### config.mk
export PLATFORM = sky130hd
export DESIGN_NAME = serial_comparator
export DESIGN_NICKNAME = d
export VERILOG_FILES = /design/src/rtl/serial_comparator.sv
export SDC_FILE = /design/constraint.sdc
export NUM_CORES = 1
export LEC_CHECK = 0
export CORE_UTILIZATION = 45
export CTS_CLUSTER_SIZE = 8
export DETAILED_ROUTE_END_ITERATION = 10
export PLACE_DENSITY = 0.81
export SETUP_SLACK_MARGIN = 0.02
export SYNTH_ARGS = -nofsm -noshare
export SYNTH_HDL_FRONTEND = slang
export SYNTH_SLANG_ARGS = --single-unit
### constraint.sdc
create_clock -name clk -period 1.3 [get_ports clk]
set_clock_uncertainty 0.05 [all_clocks]
set_input_delay 0.26 -clock clk [delete_from_list [all_inputs] [get_ports clk]]
set_output_delay 0.26 -clock clk [all_outputs]
set_load 0.01 [all_outputs]
### src/rtl/serial_comparator.sv
// Bit-serial unsigned magnitude comparator: loads two operands on start and
// examines one bit pair per clock, MSB first, reporting g/e/l with a done pulse.
module serial_comparator #(
    parameter int WIDTH      = 8,
    parameter bit EARLY_EXIT = 1'b1
) (
    input  logic                       clk,
    input  logic                       rst_n,
    input  logic                       start,
    input  logic [WIDTH-1:0]           a,
    input  logic [WIDTH-1:0]           b,
    output logic                       busy,
    output logic                       done,
    output logic                       g,
    output logic                       e,
    output logic                       l,
    output logic [$clog2(WIDTH+1)-1:0] cycles
);

    localparam int CW = $clog2(WIDTH + 1);
    localparam int IW = (WIDTH > 1) ? $clog2(WIDTH) : 1;

    typedef enum logic [1:0] {
        IDLE,
        RUN,
        DONE
    } state_t;

    state_t          state;
    state_t          state_next;
    logic [WIDTH-1:0] sh_a;
    logic [WIDTH-1:0] sh_b;
    logic [IW-1:0]    idx;
    logic             found;
    logic             found_gt;

    logic bit_gt;
    logic bit_lt;
    logic any_mismatch;
    logic result_gt;
    logic finish;

    // The current bit pair always sits at the MSB of the shift registers.
    assign bit_gt       = sh_a[WIDTH-1] & ~sh_b[WIDTH-1];
    assign bit_lt       = ~sh_a[WIDTH-1] & sh_b[WIDTH-1];
    assign any_mismatch = found | bit_gt | bit_lt;
    assign result_gt    = found ? found_gt : bit_gt;
    assign finish       = (EARLY_EXIT && (bit_gt || bit_lt)) || (idx == '0);

    always_ff @(posedge clk or negedge rst_n) begin
        if (!rst_n) begin
            state <= IDLE;
        end else begin
            state <= state_next;
        end
    end

    always_comb begin
        state_next = state;
        busy       = (state != IDLE);
        done       = (state == DONE);
        case (state)
            IDLE:    if (start) state_next = RUN;
            RUN:     if (finish) state_next = DONE;
            DONE:    state_next = IDLE;
            default: state_next = IDLE;
        endcase
    end

    // Datapath; the sticky flag keeps the first mismatch when scanning every bit.
    always_ff @(posedge clk or negedge rst_n) begin
        if (!rst_n) begin
            sh_a     <= '0;
            sh_b     <= '0;
            idx      <= '0;
            found    <= 1'b0;
            found_gt <= 1'b0;
            g        <= 1'b0;
            e        <= 1'b0;
            l        <= 1'b0;
            cycles   <= '0;
        end else begin
            case (state)
                IDLE: begin
                    if (start) begin
                        sh_a     <= a;
                        sh_b     <= b;
                        idx      <= IW'(WIDTH - 1);
                        found    <= 1'b0;
                        found_gt <= 1'b0;
                        g        <= 1'b0;
                        e        <= 1'b0;
                        l        <= 1'b0;
                        cycles   <= '0;
                    end
                end
                RUN: begin
                    sh_a <= sh_a << 1;
                    sh_b <= sh_b << 1;
                    if (cycles != CW'(WIDTH)) begin
                        cycles <= cycles + CW'(1);
                    end
                    if (idx != '0) begin
                        idx <= idx - IW'(1);
                    end
                    if (!found && (bit_gt || bit_lt)) begin
                        found    <= 1'b1;
                        found_gt <= bit_gt;
                    end
                    if (finish) begin
                        g <= any_mismatch & result_gt;
                        l <= any_mismatch & ~result_gt;
                        e <= ~any_mismatch;
                    end
                end
                default: ;
            endcase
        end
    end

endmodule

==> reports/metrics.cfg <==
[logic_synthesis]
synth_edf_count=0
synth_sequential_area_ratio=0.488
synth_area_leaders=dfrtp_1 (49%), mux2i_1 (10%), ha_1 (4.9%)
syn_area_sq_um=1540
syn-mean-instance-area_sq_um=10.4
synth_top_cells_by_count=dfrtp_1 (30), nand2_1 (19), mux2i_1 (16), o21ai_1 (14), inv_1 (11)
synthArstFlopShare=1.00
synth_nets=173
ys_ff_latch=30
yosys.area.top_type_share=0.488
yosysMostFrequentCell=dfrtp_1
synth_area_leader_cell=dfrtp_1
yosysUniqueCellTypes=36
syn_inst=148
synth_top_flop_cell=dfrtp_1
ys_warn_count=0

[final_layout]
multiInputGateArea_sq_um=843
fin_nets=238
seqCellArea_sq_um=751
area_growth_pct=57.0
diodes=0
layout.cells.non_filler=258
utilization=0.766
nFillCells=201
layout-drive-gt1-share=0.407

[sta]
period_minus_slack_ns=1.54
tns_ns=-3.96
tightest_slew_ns=0.344
maxSlewViolCount=0
max_freq_ghz=0.650
setup_violations=29
rsz0062_at_grt=yes
fin_ws_ns=-0.239
fin_hold_ws_ns=0.212
finalHoldViolations=0
max-slew-margin-rel=0.764
min_period_over_period=1.18

[run_status]
violations=setup timing
status=complete, but fails checks

[clock_tree]
htree_levels=2
clk_latency_ns=0.35
clkSlewWorstSetupHoldPaths_ns=0.11
cts_tree=yes
cts_buffers=5
hold_buffers=0
root_buffer=clkbuf_4
numClockSinks=30
clk_path_buf_depth=2

[placement]
placedCellCount=231
place_congestion=0.872
io_buffer_count=27
dp_hpwl_microns=2470
pre_cts_slack_ns=-0.272

[critical_path]
worstPathRequired_ns=1.48
reg2reg_depth=6
setup.worst_path.class=reg -> reg
path_max_fanout=18
crit_arrival_ns=1.72
setup.worst_path.start_class=register
cp-end-kind=register

[min_path]
hp-class=in -> async

[power_and_ir_drop]
vdd_drop_max_v=0.00166
p_per_area_nw_per_um2=2500
p_leak_nw=1.11

[floorplan]
die_w_microns=60.5
pin_count=28
initial_core_util=0.488
dieArea_sq_um=3660
rows=20
core_sq_um=3150
fp.dieH_microns=60.5

[global_routing]
grt_pass1_vias=1501
grt_pass1_wl_microns=6980
antenna_found_initial=0
grt_overflow_total=0
grt_max_degree=31
grt_use_total=0.270

[route]
vias=1429
remaining_drc_errors=0
ant_nets=0
dr.pass1.iters=4
avgRoutedWirePerCell_microns=18.6
drt_iter0_drc=89
wirelength_microns=4790
via_per_inst=5.54

[run]
maxCapViolCount=0

-- report_power, final --
group | switching (W) | internal (W)
Sequential | 0.000329 | 0.00135
Clock | 0.000346 | 0.000369
Combinational | 0.00171 | 0.00195
Total | 0.00238 | 0.00366
-- through the flow --
| stage | total power [W] | cell area (sq um) |
|---|---|---|
| global placement | 0.00398 | 2030 |
| detailed placement | 0.00418 | 2030 |
| finish | 0.00604 | 2420 |
| global route | 0.00636 | 2420 |
| CTS | 0.00549 | 2340 |
| floorplan | 0.00317 | 1570 |
-- flip-flops by register name, summed over array words and instances, names as in the netlist --
name,count
cycles,4
found_gt,1
idx,3
e,1
sh_b,8
g,1
found,1
sh_a,8
l,1
state,2
-- final timing paths --
path / from / to / slack, ns
worst max register to register: state[1] / sh_b[1] / -0.24
max in group asynchronous: rst_n / idx[1] / 0.80
worst max-delay path: state[1] / sh_b[1] / -0.24
worst min-delay path: rst_n / sh_b[2] / 0.21
worst min register to register: sh_b[6] / sh_b[6] / 0.44
min in group clk: sh_b[6] / sh_b[6] / 0.44
-- cell type report --
cell class	count	share of cell area
well taps	44	0.0228
inverters	12	0.0197
flip-flops and latches	30	0.311
clock buffers	8	0.0326
repair buffers	65	0.265
multi-input cells	99	0.349
-- worst max-delay path, stage by stage, from the launching register on --
cell and delay [ns]:
dfrtp_1 0.40, buf_6 0.12, buf_8 0.12, nor2b_4 0.16
buf_12 0.19, mux2i_1 0.25, o21ai_1 0.11
-- kinds of logic after synthesis --
kind of cell             count (synthesis)  synth area share
AO/OA/AOI/OAI                           40             0.174
AND/OR/NAND/NOR                         35             0.113
flip-flops                              30             0.488
buffers and inverters                   19            0.0593
multiplexers                            17             0.111
adder cells (fa/ha/maj)                  6            0.0488
XOR/XNOR                                 1           0.00569
-- routing by layer --
layer | global-route usage | up-vias | routed length [microns]
li1 | - | 652 | -
met1 | 0.272 | 697 | 1840
met2 | 0.496 | 63 | 2560
met3 | 0.0853 | 17 | 239
met4 | 0.143 | 0 | 155
met5 | 0 | - | 0
-- timing repair --
item,CTS,global route
endpoints found under the setup margin,37,38
pin swaps,8,9
resized for setup,50,27
setup buffers,12,5
cloned,2,0
-- placed cells by master, fill, tap and decap left out, drive strengths merged, types with 2 or more instances in the layout --
master / n
dfrtp: 30
nor2b: 4
a21oi: 4
ha: 6
a22o: 5
nand3: 3
o2bb2ai: 2
nand3b: 2
buf: 43
mux2i: 16
o21ai: 18
nor2: 3
inv: 12
clkdlybuf4s50: 18
a22oi: 3
clkbuf: 11
nand2: 19
No activity file was read; power rests on OpenSTA's default activity.
